$ cat config.mk
export PLATFORM = sky130hd
export DESIGN_NAME = clk_div_prog_duty
export DESIGN_NICKNAME = d
export VERILOG_FILES = /design/src/rtl/clk_div_pkg.sv /design/src/rtl/clk_div_tail.sv /design/src/rtl/clk_div_prog_duty.sv
export SDC_FILE = /design/constraint.sdc
export NUM_CORES = 1
export LEC_CHECK = 0
export ABC_AREA = 1
export CAP_MARGIN = 0
export CELL_PAD_IN_SITES_DETAIL_PLACEMENT = 1
export CELL_PAD_IN_SITES_GLOBAL_PLACEMENT = 1
export CORE_UTILIZATION = 45
export DETAILED_ROUTE_END_ITERATION = 16
export PLACE_DENSITY_LB_ADDON = 0.1
export SYNTH_ARGS = -nofsm -noshare
export SYNTH_HDL_FRONTEND = slang
export SYNTH_SLANG_ARGS = --single-unit
$ cat constraint.sdc
create_clock -name clk -period 5.65 [get_ports clk]
set_input_delay 1.13 -clock clk [delete_from_list [all_inputs] [get_ports clk]]
set_output_delay 1.13 -clock clk [all_outputs]
set_load 0.005 [all_outputs]
$ cat src/rtl/clk_div_pkg.sv
`default_nettype none
`timescale 1ns/1ps
// ============================================================================
//  Module   : clk_div_pkg
//  Brief    : Shared width, configuration record and validation helper for
//             the programmable-duty clock divider.
//  Revision : 1.0 - initial release
// ============================================================================
package clk_div_pkg;

  // Default counter width; also sizes the configuration record.
  localparam int c_cnt_w = 8;

  // One divider configuration: ratio in clk cycles, high time in half-cycles.
  typedef struct packed {
    logic [c_cnt_w-1:0] div;
    logic [c_cnt_w:0]   high;
  } cfg_t;

  // Legal when div >= 2 and 1 <= high <= 2*div-1. The limit is formed at
  // full CNT_W+1 width so a large div never truncates.
  function automatic logic cfg_valid(input logic [c_cnt_w-1:0] div,
                                     input logic [c_cnt_w:0]   high);
    logic [c_cnt_w:0] lim;
    lim = {div, 1'b0} - {{c_cnt_w{1'b0}}, 1'b1};
    return (div >= c_cnt_w'(2)) && (high != '0) && (high <= lim);
  endfunction

endpackage
`default_nettype wire

$ cat src/rtl/clk_div_tail.sv
`default_nettype none
`timescale 1ns/1ps
// ============================================================================
//  Module   : clk_div_tail
//  Brief    : Half-cycle trim for odd high times. The only falling-edge logic
//             in the divider lives here, together with the output gate.
//  Revision : 1.0 - initial release
// ============================================================================
module clk_div_tail (
  input  logic clk,
  input  logic rst_n,
  input  logic i_trim,      // cycle in which the last high half must be removed
  input  logic i_out_fall,  // out_p falls at the coming rising edge
  input  logic i_out_p,     // rising-edge high phase
  output logic o_out
);

  logic r_tail_n;
  logic r_tail_p;

  // Falling edge: flip once to open the mask for the second half of the trim cycle.
  always_ff @(negedge clk or negedge rst_n) begin
    if (!rst_n)      r_tail_n <= 1'b0;
    else if (i_trim) r_tail_n <= ~r_tail_n;
  end

  // Rising edge: close the mask, but not on the edge where out_p itself falls,
  // so the output never sees out_p=1 with the mask already gone.
  always_ff @(posedge clk or negedge rst_n) begin
    if (!rst_n)           r_tail_p <= 1'b0;
    else if (!i_out_fall) r_tail_p <= r_tail_n;
  end

  // Mask is active only between the falling-edge flip and the realigning rising edge.
  assign o_out = i_out_p & ~(r_tail_n ^ r_tail_p);

endmodule
`default_nettype wire

$ cat src/rtl/clk_div_prog_duty.sv
`default_nettype none
`timescale 1ns/1ps
// ============================================================================
//  Module   : clk_div_prog_duty
//  Brief    : Runtime-programmable integer clock divider, duty set in clk
//             half-cycles; new settings take effect at period boundaries.
//  Revision : 1.0 - initial release
// ============================================================================
module clk_div_prog_duty
  import clk_div_pkg::*;
#(
  parameter int CNT_W    = c_cnt_w,
  parameter int DEF_DIV  = 2,
  parameter int DEF_HIGH = 1
) (
  input  logic             clk,
  input  logic             reset,        // asynchronous, active-low
  input  logic             enable,
  input  logic             cfg_load,
  input  logic [CNT_W-1:0] div_in,
  input  logic [CNT_W:0]   high_in,
  output logic             out,
  output logic             period_start,
  output logic             cfg_pending,
  output logic             cfg_err
);

  localparam cfg_t c_cfg_def = '{div: c_cnt_w'(DEF_DIV), high: (c_cnt_w+1)'(DEF_HIGH)};

  cfg_t             r_act;
  cfg_t             r_shd;
  cfg_t             w_cfg_in;
  cfg_t             w_cfg_nxt;
  logic [CNT_W-1:0] r_cnt;
  logic [CNT_W-1:0] w_cnt_nxt;
  logic [CNT_W-1:0] w_h_act;
  logic [CNT_W-1:0] w_h_nxt;
  logic             r_run;
  logic             r_out_p;
  logic             r_ps;
  logic             r_pend;
  logic             r_err;
  logic             w_valid;
  logic             w_load_ok;
  logic             w_wrap;
  logic             w_out_p_nxt;
  logic             w_out_fall;
  logic             w_trim;

  // Next count, next effective config and next high phase, all for the coming rising edge.
  always_comb begin
    w_cfg_in  = '{div: div_in, high: high_in};
    w_valid   = cfg_valid(div_in, high_in);
    w_load_ok = cfg_load & w_valid;
    w_wrap    = r_run & (r_cnt == r_act.div - CNT_W'(1));

    w_cfg_nxt = r_act;
    if (w_wrap && r_pend) w_cfg_nxt = r_shd;

    if (!enable || !r_run || w_wrap) w_cnt_nxt = '0;
    else                             w_cnt_nxt = r_cnt + CNT_W'(1);

    // ceil(high/2) full cycles carry the high phase; fits CNT_W since high <= 2*div-1.
    w_h_nxt     = w_cfg_nxt.high[CNT_W:1] + CNT_W'(w_cfg_nxt.high[0]);
    w_h_act     = r_act.high[CNT_W:1] + CNT_W'(r_act.high[0]);
    w_out_p_nxt = enable & (w_cnt_nxt < w_h_nxt);
    w_out_fall  = r_out_p & ~w_out_p_nxt;
    w_trim      = r_out_p & r_act.high[0] & (r_cnt == w_h_act - CNT_W'(1));
  end

  // Counter, run flag and rising-edge outputs; period_start lines up with the out rise.
  always_ff @(posedge clk or negedge reset) begin
    if (!reset) begin
      r_run   <= 1'b0;
      r_cnt   <= '0;
      r_out_p <= 1'b0;
      r_ps    <= 1'b0;
      r_err   <= 1'b0;
    end else begin
      r_run   <= enable;
      r_cnt   <= w_cnt_nxt;
      r_out_p <= w_out_p_nxt;
      r_ps    <= enable & (w_cnt_nxt == '0);
      r_err   <= cfg_load & ~w_valid;
    end
  end

  // Active/shadow configuration. While idle there is no period in flight, so
  // loads (and anything still pending) become active straight away.
  always_ff @(posedge clk or negedge reset) begin
    if (!reset) begin
      r_act  <= c_cfg_def;
      r_shd  <= '0;
      r_pend <= 1'b0;
    end else if (!enable) begin
      r_pend <= 1'b0;
      if (w_load_ok)   r_act <= w_cfg_in;
      else if (r_pend) r_act <= r_shd;
    end else begin
      r_act <= w_cfg_nxt;
      if (w_load_ok) begin
        r_shd  <= w_cfg_in;
        r_pend <= 1'b1;
      end else if (w_wrap) begin
        r_pend <= 1'b0;
      end
    end
  end

  clk_div_tail u_tail (
    .clk        (clk),
    .rst_n      (reset),
    .i_trim     (w_trim),
    .i_out_fall (w_out_fall),
    .i_out_p    (r_out_p),
    .o_out      (out)
  );

  assign period_start = r_ps;
  assign cfg_pending  = r_pend;
  assign cfg_err      = r_err;

endmodule
`default_nettype wire

==> results_tabular.tex, run 1 <==
\begin{tabular}{lr}
\hline
Metric & Value \\
\hline
\multicolumn{2}{l}{\textbf{Synthesis}} \\
\quad Synth warnings & 0 \\
\quad Yosys top cell area share & 33.52\% \\
\quad Nets in the synthesized netlist & 496 \\
\quad Post-synthesis sequential area ratio & 35.77\% \\
\quad Avg Inst Size Synth & 7.599 µm² \\
\quad Yosys top cell by area & dfrtp\_1 \\
\quad Netlist area before placement & 3435 µm² \\
\quad Number of enable-type register cells in the synthesized netlist & 0 \\
\quad Synthesis-stage register bit count & 49 \\
\quad Proportion of synthesized flip-flops having asynchronous set or reset & 100.0\% \\
\quad Top cells by area in the synthesized netlist & dfrtp\_1 34\%, nand2\_1 13\%, ha\_1 8.4\%, xor2\_1 5.9\%, inv\_1 5.5\% \\
\quad Number of instances in the synthesized netlist & 452 \\
\quad Yosys cell types & 42 \\
\quad Synth Flop Type & dfrtp\_1 \\
\multicolumn{2}{l}{\textbf{Worst setup path}} \\
\quad Maximum single-stage delay on the critical path & 510 ps \\
\quad Required time worst endpoint & 4520 ps \\
\quad Cell family with the largest share of critical-path delay & buffers and inverters \\
\quad Crit path DAT & 4290 ps \\
\quad Maximum fanout encountered on the critical timing path & 3 \\
\quad Endpoint type of the worst setup path & output port \\
\quad Buffers plus inverters on the worst setup path & 2 \\
\quad Kind of critical path & reg2out \\
\quad CP Cell Sequence & inv\_1 > o21ai\_0 > a21oi\_1 > clkdlybuf4s50\_1 \\
\quad Highest-delay cell along the critical path & clkdlybuf4s50\_1 \\
\quad Type of origin of the critical path & register \\
\multicolumn{2}{l}{\textbf{Power and ir drop}} \\
\quad Leakage power figure & 0.001844 µW \\
\quad Register share of total power & 43.9\% \\
\quad Internal & 669.6 µW \\
\quad Proportion of total power due to net switching & 39.14\% \\
\quad Largest vdd supply drop & 0.1045 mV \\
\quad Total power per unit cell area & 285.5 nW/µm² \\
\quad Share of total power in the clock network & 19.4\% \\
\quad Comb power frac & 36.8\% \\
\quad Net switching power & 430.7 µW \\
\multicolumn{2}{l}{\textbf{Routing}} \\
\quad Ratio of routed vias to standard cells & 5.333 \\
\quad Total detailed-routing wirelength & 9449 µm \\
\quad Routed WL per cell & 16.40 µm \\
\quad Vias after detailed routing & 3,072 \\
\quad Count of TritonRoute iterations in the first routing pass & 4 \\
\quad DRC marker count from the first detailed-route iteration & 126 \\
\quad Remaining antenna violation count after routing & 0 \\
\quad DRC Markers & 0 \\
\multicolumn{2}{l}{\textbf{CTS}} \\
\quad Register clock-pin slew on the reported worst setup and hold paths & 90 ps \\
\quad Clock tree from TritonCTS & yes \\
\quad Clock Root Buffer & clkbuf\_8 \\
\quad TritonCTS buffer count & 5 \\
\quad Number of hold buffers added after cts & 0 \\
\quad Maximum buffer depth of the clock tree & 2 \\
\quad Sink count of the clock tree & 49 \\
\quad Post-CTS setup buffer count & 0 \\
\quad Source-to-sink clock delay at the later pin of the worst-skew pair & 310 ps \\
\quad CTS H-Tree Depth & 2 \\
\quad Number of gates resized after CTS & 0 \\
\multicolumn{2}{l}{\textbf{Die}} \\
\quad Std-Cell Core Area & 7331 µm² \\
\quad Horizontal die dimension & 89.37 µm \\
\quad Die outline height & 89.37 µm \\
\quad Die outline area & 7986 µm² \\
\quad I/O pin count & 25 \\
\quad Number of placement rows & 31 \\
\quad Initial standard-cell utilization of the core & 46.85\% \\
\multicolumn{2}{l}{\textbf{GRT}} \\
\quad Met1 track utilization from global routing & 34.46\% \\
\quad Number of antenna violations at the first check in global routing & 0 \\
\quad Via count of the first global-routing pass & 3,119 \\
\quad Global routing's busiest layer & met2 \\
\quad Largest net degree at the start of global routing & 49 \\
\quad First-pass GRT wire length & 15,600 µm \\
\quad Total congestion overflow & 0 \\
\quad Met2 track utilization from global routing & 45.18\% \\
\quad Global Route met3 Usage & 4.063\% \\
\quad Global-route usage over all layers & 26.05\% \\
\multicolumn{2}{l}{\textbf{Min path}} \\
\quad Worst min path class & reg2reg \\
\multicolumn{2}{l}{\textbf{Placement}} \\
\quad Post-Place Cell Area & 3762 µm² \\
\quad Half-perimeter wire length after detailed placement & 7436 µm \\
\quad Final weighted congestion in routability-driven placement & 0.8113 \\
\quad Worst slack at placement & 457.9 ps \\
\quad Count of input and output buffers & 24 \\
\multicolumn{2}{l}{\textbf{Outcome}} \\
\quad Result of the run & finished, final reports clean \\
\multicolumn{2}{l}{\textbf{Final layout}} \\
\quad Final standard cell area without fillers & 3854 µm² \\
\quad Area added between synthesis and finish & 12.20\% \\
\quad Commonest non-fill, non-tap cell in the layout & nand2\_1 \\
\quad Diode count & 0 \\
\quad Fraction of final layout cells sized beyond drive strength 1 & 7.757\% \\
\quad Most used cells in the layout excluding fill and tap cells & 119 x nand2\_1, 50 x inv\_1, 46 x dfrtp\_1, 36 x nor2\_1, 32 x o21ai\_0 \\
\quad Filler cell count & 925 \\
\quad Count of nets after finishing & 520 \\
\multicolumn{2}{l}{\textbf{Timing}} \\
\quad Setup WS post-layout & 228.2 ps \\
\quad Setup-violating endpoint count in the final report & 0 \\
\quad Worst Tran Pin Value & 785.4 ps \\
\quad Setup repair after global routing missed its margin & no \\
\quad Setup skew after layout & 13.65 ps \\
\quad Worst slew margin relative to its limit & 47.59\% \\
\quad Final hold viol count & 0 \\
\quad Setup TNS after final layout & 0 ps \\
\quad Max-slew violations & 0 \\
\multicolumn{2}{l}{\textbf{Flow run}} \\
\quad Max capacitance violation total & 0 \\
\hline
\end{tabular}
[kinds of logic (layout without fill, tap and decap cells)]
logic type | Yosys count | after routing | synth area share, %
buf+inv | 62 | 87 | 7.286
simple gates | 203 | 203 | 25.36
xor+xnor | 31 | 31 | 7.905
flops | 49 | 49 | 35.77
fa+ha+maj | 23 | 23 | 8.379
compound gates | 81 | 81 | 14.32
mux | 3 | 3 | 0.9835
[per-layer routing]
layer / wire, µm / vias to the layer above / part of all wire (%)
met5: 0 / - / 0
met4: 102 / 0 / 1.1
met3: 197 / 7 / 2.1
met2: 4638 / 31 / 49
met1: 4510 / 1496 / 48
li1: - / 1538 / -
[tightest hold or removal path, delay by kind of cell (launching register included)]
kind               cells  cell delay [ps]
DFF                    1              360
and+or+nand+nor        1               50
AOI/OAI and AO/OA      1               60
[final timing paths]
kind | start | to | slack (ps) | depth (start not counted)
min in group asynchronous | reset | r_cnt[4] | 990 | 2
hold reg to reg | r_shd[9] | r_shd[9] | 500 | 2
hold / removal | r_shd[9] | r_shd[9] | 500 | 2
setup / recovery | u_tail.r_tail_n | out | 230 | 4
max in group asynchronous | reset | u_tail.r_tail_n | 2170 | 1
setup reg to reg | r_act[0] | u_tail.r_tail_n | 430 | 10
[metrics by stage]
step                hold slack (ps)  power (µW)  instances  util (%)
floorplan                     453.0       755.6        452         -
global placement              467.0       864.7        568     51.32
detailed placement            475.6       892.3        568     51.32
CTS                           498.8        1111        576     52.57
global route                  540.7        1190        576     52.57
finish                        498.2        1100        576     52.57
[power groups by stage]
stage	logic, µW	registers, µW	clock network (µW)
final	405	483	213
after global routing	465	490	235
after CTS	409	482	220
after detailed placement	404	488	0
after global placement	381	483	0
after floorplan	287	469	0
[sequential cells by signal, indices dropped and copies added, names as in the netlist]
register / flops
cfg_err: 1
r_act: 17
r_cnt: 8
period_start: 1
u_tail.r_tail_n: 1
r_shd: 17
r_out_p: 1
u_tail.r_tail_p: 1
cfg_pending: 1
r_run: 1
[Yosys cell counts (2+ instances only)]
cell type	number
a211oi_1	2
a21oi_1	20
a22oi_1	6
a41oi_1	2
clkbuf_1	6
dfrtp_1	46
dfstp_2	2
ha_1	23
inv_1	50
inv_2	2
mux2_2	3
nand2_1	119
nand2_2	5
nand3_1	17
nand3b_1	4
nand4_1	4
nor2_1	36
nor2_2	5
nor3_1	6
nor4_1	3
o2111ai_1	4
o211ai_1	2
o21ai_0	32
o21ai_1	3
o21ai_2	3
o22ai_1	2
xnor2_1	8
xor2_1	23
[layout make-up]
| type | instances | area [µm²] | share of cell area [%] |
|---|---|---|---|
| clock buffer | 5 | 68.82 | 1.786 |
| clock inverter | 3 | 22.52 | 0.5844 |
| inverter | 53 | 203.9 | 5.292 |
| multi-input combinational | 341 | 1956 | 50.75 |
| sequential | 49 | 1229 | 31.88 |
| tap | 99 | 123.9 | 3.214 |
| timing repair buffer | 26 | 250.2 | 6.493 |
Power figures use the tool's default switching activity.
==> run 2, diff against run 1 <==
Settings changed: RECOVER_POWER from default to 100.
==> results_tabular.tex, run 2 (synthesis results as in run 1) <==
\begin{tabular}{lr}
\hline
Metric & Value \\
\hline
\multicolumn{2}{l}{\textbf{Outcome}} \\
\quad Result of the run & complete, but fails checks \\
\quad Violated checks & max-capacitance violations, max-slew violations \\
\multicolumn{2}{l}{\textbf{Min path}} \\
\quad Worst min path class & reg2reg \\
\quad Startpoint of the worst hold path & r\_shd[9] \\
\multicolumn{2}{l}{\textbf{CTS}} \\
\quad Post-CTS setup buffer count & 0 (unchanged) \\
\quad Register clock-pin slew on the reported worst setup and hold paths & 90 ps (about the same) \\
\quad CTS H-Tree Depth & 2 (unchanged) \\
\quad Number of gates resized after CTS & 0 (unchanged) \\
\quad Clock Root Buffer & clkbuf\_8 \\
\quad Number of hold buffers added after cts & 0 (unchanged) \\
\quad Clock tree from TritonCTS & yes \\
\quad Source-to-sink clock delay at the later pin of the worst-skew pair & 320 ps (about the same) \\
\quad Sink count of the clock tree & 49 (unchanged) \\
\quad Maximum buffer depth of the clock tree & 2 (unchanged) \\
\quad TritonCTS buffer count & 5 (unchanged) \\
\multicolumn{2}{l}{\textbf{Timing}} \\
\quad Setup skew after layout & 18.44 ps (+4.781 ps) \\
\quad Setup TNS after final layout & 0 ps (unchanged) \\
\quad Setup-violating endpoint count in the final report & 0 (unchanged) \\
\quad Setup repair after global routing missed its margin & no \\
\quad Max-slew violations & 49 (+49) \\
\quad Worst slew margin relative to its limit & -76.76\% (-120 points) \\
\quad Final worst hold slack & 494.7 ps (-3.472 ps) \\
\quad Final hold viol count & 0 (unchanged) \\
\quad Worst Tran Pin Value & 2651 ps (+1866 ps) \\
\multicolumn{2}{l}{\textbf{Worst setup path}} \\
\quad Kind of critical path & reg2out \\
\quad Type of origin of the critical path & register \\
\quad Crit path from & u\_tail.r\_tail\_n \\
\quad Required time worst endpoint & 4520 ps (about the same) \\
\quad Crit path DAT & 4290 ps (about the same) \\
\quad Endpoint type of the worst setup path & output port \\
\quad Maximum fanout encountered on the critical timing path & 3 (unchanged) \\
\quad Crit Reg-Reg Startpoint & r\_act[0] \\
\multicolumn{2}{l}{\textbf{Placement}} \\
\quad Half-perimeter wire length after detailed placement & 7436 µm (unchanged) \\
\quad Post-Place Cell Area & 3762 µm² (unchanged) \\
\quad Count of input and output buffers & 24 (unchanged) \\
\quad Number of cells after detailed placement & 568 (unchanged) \\
\quad Final weighted congestion in routability-driven placement & 0.8113 (unchanged) \\
\multicolumn{2}{l}{\textbf{Routing}} \\
\quad Vias after detailed routing & 3,064 (-0.26\%) \\
\quad Remaining antenna violation count after routing & 0 (unchanged) \\
\quad DRC Markers & 0 (unchanged) \\
\quad Count of TritonRoute iterations in the first routing pass & 4 (unchanged) \\
\quad DRC marker count from the first detailed-route iteration & 115 (-8.7\%) \\
\quad Routed WL per cell & 16.48 µm (+0.47\%) \\
\quad Total detailed-routing wirelength & 9493 µm (+0.47\%) \\
\quad Ratio of routed vias to standard cells & 5.319 (-0.26\%) \\
\multicolumn{2}{l}{\textbf{Final layout}} \\
\quad Final standard cell area without fillers & 3821 µm² (-0.84\%) \\
\quad Count of nets after finishing & 520 (unchanged) \\
\quad Fraction of final layout cells sized beyond drive strength 1 & 6.080\% (-1.7 points) \\
\quad Largest registers & r\_act x17, r\_shd x17, r\_cnt x8 \\
\quad Area added between synthesis and finish & 11.26\% \\
\quad Filler cell count & 929 (+0.43\%) \\
\quad Diode count & 0 (unchanged) \\
\quad Most used cells in the layout excluding fill and tap cells & 120 x nand2\_1, 50 x inv\_1, 46 x dfrtp\_1, 38 x nor2\_1, 32 x o21ai\_0 \\
\quad Final cell count without fillers & 576 (unchanged) \\
\quad Commonest non-fill, non-tap cell in the layout & nand2\_1 \\
\multicolumn{2}{l}{\textbf{Die}} \\
\quad Horizontal die dimension & 89.37 µm (unchanged) \\
\quad Number of placement rows & 31 (unchanged) \\
\quad Die outline area & 7986 µm² (unchanged) \\
\quad I/O pin count & 25 (unchanged) \\
\quad Die outline height & 89.37 µm (unchanged) \\
\quad Initial standard-cell utilization of the core & 46.85\% (unchanged) \\
\quad Std-Cell Core Area & 7331 µm² (unchanged) \\
\multicolumn{2}{l}{\textbf{Power and ir drop}} \\
\quad Total power per unit cell area & 287.6 nW/µm² (+0.74\%) \\
\quad Largest vdd supply drop & 0.1040 mV (-0.48\%) \\
\quad Leakage power figure & 0.001826 µW (-1.0\%) \\
\multicolumn{2}{l}{\textbf{GRT}} \\
\quad Via count of the first global-routing pass & 3,119 (unchanged) \\
\quad Global-route usage over all layers & 26.05\% (unchanged) \\
\quad Number of antenna violations at the first check in global routing & 0 (unchanged) \\
\quad Total congestion overflow & 0 (unchanged) \\
\quad Largest net degree at the start of global routing & 49 (unchanged) \\
\quad First-pass GRT wire length & 15,600 µm (unchanged) \\
\multicolumn{2}{l}{\textbf{Flow run}} \\
\quad Max capacitance violation total & 1 (+1) \\
\hline
\end{tabular}
-- run 2: cell count changes in the layout (fill, tap and decap cells not counted), sizes merged --
cell and delta:
dlygate4sd3 +5, buf -3, clkbuf +3, clkdlybuf4s50 -5
-- run 2: cell type report --
class                   count  area (µm²)  share of cell area [%]
clock buffers               5       68.82                   1.801
clock inverters             3       22.52                  0.5894
inverters                  53       203.9                   5.337
multi-input cells         341        1932                   50.56
flip-flops and latches     49        1229                   32.15
well taps                  99       123.9                   3.242
repair buffers             26       241.5                   6.320
-- run 2: final timing paths --
path | end | slack (ps) | depth (start not counted)
min in group asynchronous | r_cnt[4] | 1880 | 2
setup reg to reg | u_tail.r_tail_n | 410 | 10
setup / recovery | out | 230 | 4
max in group asynchronous | u_tail.r_tail_n | 2090 | 1
hold / removal | r_shd[9] | 490 | 2
hold reg to reg | r_shd[9] | 490 | 2
-- run 2: critical path, cell delays in order, from the launching register on --
cell and delay [ps]:
dfrtn_1 350, inv_1 110, o21ai_0 80, a21oi_1 120, clkdlybuf4s50_1 510
-- run 2: layer usage --
layer / GRT usage, % / vias up / share of wire (%)
li1: - / 1536 / -
met1: 34.46 / 1498 / 49
met2: 45.18 / 23 / 48
met3: 4.063 / 7 / 1.5
met4: 5.339 / 0 / 1.1
met5: 0 / - / 0
-- run 2: through the flow --
step	setup slack [ps]	total power, µW	utilization (%)
global route	113.6	1185	52.12
floorplan	715.5	755.6	-
global placement	484.7	864.7	51.32
detailed placement	457.9	892.3	51.32
finish	227.4	1099	52.12
CTS	213.2	1111	52.57
-- run 2: where the power goes --
group | leakage (µW) | total, µW | internal (µW) | switching (µW)
clock network | 0.0000364 | 216 | 87.1 | 129
registers | 0.000606 | 482 | 420 | 61.7
logic | 0.00118 | 401 | 159 | 242
total | 0.00183 | 1100 | 666 | 433
==> run 3, diff against run 2 <==
Settings changed: CORE_MARGIN from default to 1.5, SLEW_MARGIN from default to 10.
==> results_tabular.tex, run 3 (synthesis results as in run 1) <==
\begin{tabular}{lr}
\hline
Metric & Value \\
\hline
\multicolumn{2}{l}{\textbf{Die}} \\
\quad Std-Cell Core Area & 7331 µm² (unchanged) \\
\quad Initial standard-cell utilization of the core & 46.85\% (unchanged) \\
\quad Number of placement rows & 31 (unchanged) \\
\quad I/O pin count & 25 (unchanged) \\
\quad Die outline height & 90.37 µm (+1.1\%) \\
\quad Die outline area & 8166 µm² (+2.3\%) \\
\quad Horizontal die dimension & 90.37 µm (+1.1\%) \\
\multicolumn{2}{l}{\textbf{CTS}} \\
\quad CTS H-Tree Depth & 2 (unchanged) \\
\quad Clock tree from TritonCTS & yes \\
\quad Post-CTS setup buffer count & 0 (unchanged) \\
\quad Number of gates resized after CTS & 0 (unchanged) \\
\quad Source-to-sink clock delay at the later pin of the worst-skew pair & 310 ps (about the same) \\
\quad Register clock-pin slew on the reported worst setup and hold paths & 90 ps (about the same) \\
\quad Sink count of the clock tree & 49 (unchanged) \\
\quad Maximum buffer depth of the clock tree & 2 (unchanged) \\
\quad Clock Root Buffer & clkbuf\_8 \\
\quad Number of hold buffers added after cts & 0 (unchanged) \\
\quad TritonCTS buffer count & 5 (unchanged) \\
\multicolumn{2}{l}{\textbf{Timing}} \\
\quad Setup WS post-layout & 141.8 ps (-85.64 ps) \\
\quad Setup TNS after final layout & 0 ps (unchanged) \\
\quad Max-slew violations & 49 (unchanged) \\
\quad Worst Tran Pin Value & 2741 ps (+89.42 ps) \\
\quad Setup-violating endpoint count in the final report & 0 (unchanged) \\
\quad Final hold viol count & 0 (unchanged) \\
\quad Setup repair after global routing missed its margin & no \\
\quad Setup skew after layout & 8.338 ps (-10.10 ps) \\
\quad Worst slew margin relative to its limit & -82.72\% (-6.0 points) \\
\multicolumn{2}{l}{\textbf{Final layout}} \\
\quad Most used cells in the layout excluding fill and tap cells & 120 x nand2\_1, 50 x inv\_1, 46 x dfrtp\_1, 38 x nor2\_1, 32 x o21ai\_0 \\
\quad Fraction of final layout cells sized beyond drive strength 1 & 5.660\% (-0.42 points) \\
\quad Largest registers & r\_act x17, r\_shd x17, r\_cnt x8 \\
\quad Diode count & 0 (unchanged) \\
\quad Count of nets after finishing & 520 (unchanged) \\
\quad Commonest non-fill, non-tap cell in the layout & nand2\_1 \\
\quad Area added between synthesis and finish & 11.22\% (about the same) \\
\multicolumn{2}{l}{\textbf{Routing}} \\
\quad Count of TritonRoute iterations in the first routing pass & 4 (unchanged) \\
\quad Vias after detailed routing & 3,024 (-1.3\%) \\
\quad DRC marker count from the first detailed-route iteration & 134 (+17\%) \\
\quad DRC Markers & 0 (unchanged) \\
\quad Total detailed-routing wirelength & 9507 µm (+0.15\%) \\
\quad Ratio of routed vias to standard cells & 5.250 (-1.3\%) \\
\quad Routed WL per cell & 16.51 µm (+0.15\%) \\
\quad Remaining antenna violation count after routing & 0 (unchanged) \\
\multicolumn{2}{l}{\textbf{Placement}} \\
\quad Count of input and output buffers & 24 (unchanged) \\
\quad Half-perimeter wire length after detailed placement & 7408 µm (-0.38\%) \\
\quad Final weighted congestion in routability-driven placement & 0.8383 (+3.3\%) \\
\quad Worst slack at placement & 354.2 ps (-103.7 ps) \\
\multicolumn{2}{l}{\textbf{Worst setup path}} \\
\quad Endpoint type of the worst setup path & output port \\
\quad Type of origin of the critical path & register \\
\quad Maximum fanout encountered on the critical timing path & 3 (unchanged) \\
\quad Highest-delay cell along the critical path & dlygate4sd3\_1 \\
\quad Maximum single-stage delay on the critical path & 570 ps (+60 ps) \\
\quad Crit path DAT & 4380 ps (+90 ps) \\
\quad Buffers plus inverters on the worst setup path & 2 (unchanged) \\
\quad Required time worst endpoint & 4520 ps (about the same) \\
\quad Crit Reg-Reg Startpoint & r\_act[0] \\
\quad Cell family with the largest share of critical-path delay & buffers and inverters \\
\quad Crit path from & u\_tail.r\_tail\_n \\
\quad Kind of critical path & reg2out \\
\quad CP Cell Sequence & inv\_1 > o21ai\_0 > a21oi\_1 > dlygate4sd3\_1 \\
\multicolumn{2}{l}{\textbf{Outcome}} \\
\quad Violated checks & max-capacitance violations, max-slew violations \\
\quad Result of the run & complete, but fails checks \\
\multicolumn{2}{l}{\textbf{Flow run}} \\
\quad Max capacitance violation total & 1 (unchanged) \\
\multicolumn{2}{l}{\textbf{Min path}} \\
\quad Worst min path class & reg2reg \\
\quad Startpoint of the worst hold path & r\_shd[0] \\
\multicolumn{2}{l}{\textbf{GRT}} \\
\quad First-pass GRT wire length & 16,250 µm (+4.2\%) \\
\quad Largest net degree at the start of global routing & 49 (unchanged) \\
\quad Global-route usage over all layers & 24.94\% (-1.1 points) \\
\quad Number of antenna violations at the first check in global routing & 0 (unchanged) \\
\quad Via count of the first global-routing pass & 3,217 (+3.1\%) \\
\quad Total congestion overflow & 0 (unchanged) \\
\multicolumn{2}{l}{\textbf{Power and ir drop}} \\
\quad Largest vdd supply drop & 0.1463 mV (+41\%) \\
\quad Total power per unit cell area & 289.6 nW/µm² (+0.70\%) \\
\quad Leakage power figure & 0.001835 µW (+0.54\%) \\
\hline
\end{tabular}
run 3: per-stage QoR:
step | power, µW | util, % | instances | hold WS [ps] | area (µm²)
finish | 1106 | 52.11 | 576 | 493.2 | 3820
global route | 1191 | 52.11 | 576 | 536.9 | 3820
global placement | 865.1 | 51.32 | 568 | 467.3 | 3762
floorplan | 755.6 | - | 452 | 453.0 | 3435
CTS | 1116 | 52.55 | 576 | 496.4 | 3852
detailed placement | 891.5 | 51.32 | 568 | 472.8 | 3762
run 3: worst paths after layout:
path	to	slack, ps	cells past startpoint
worst max-delay path	out	140	4
worst min-delay path	r_shd[0]	490	2
worst max register to register	u_tail.r_tail_n	230	10
worst min register to register	r_shd[0]	490	2
max in group asynchronous	u_tail.r_tail_n	2120	1
min in group asynchronous	r_cnt[4]	1890	2
run 3: power by group:
part           switching (µW)  total (µW)  internal (µW)  leakage (µW)
Clock                     123         223            100     0.0000455
Sequential               61.6         482            420      0.000606
Combinational             243         401            158       0.00118
Total                     428        1110            679       0.00184
run 3: area by class of cell:
cell class              count  area (µm²)
fillers                   927        3511
inverters                  53       203.9
flip-flops and latches     49        1229
repair buffers             26       241.5
clock buffers               8       90.09
multi-input cells         341        1932
well taps                  99       123.9
run 3: routing by layer:
metal  track usage [%]  part of all wire, %  vias to the layer above
met4             6.217                 0.95                        0
met3             2.946                  2.5                        6
met2             42.55                   48                       38
met1             33.62                   48                     1449
li1                  -                    -                     1531
met5                 0                    0                        -
run 3: worst register-to-register path, stage by stage (launching register included):
cell	delay, ps
dfstp_1	550
inv_1	60
ha_1	220
ha_1	310
nand2_1	70
o21ai_0	70
a2111oi_0	480
o2111ai_1	200
a211oi_1	240
nand2_1	100
xor2_1	150
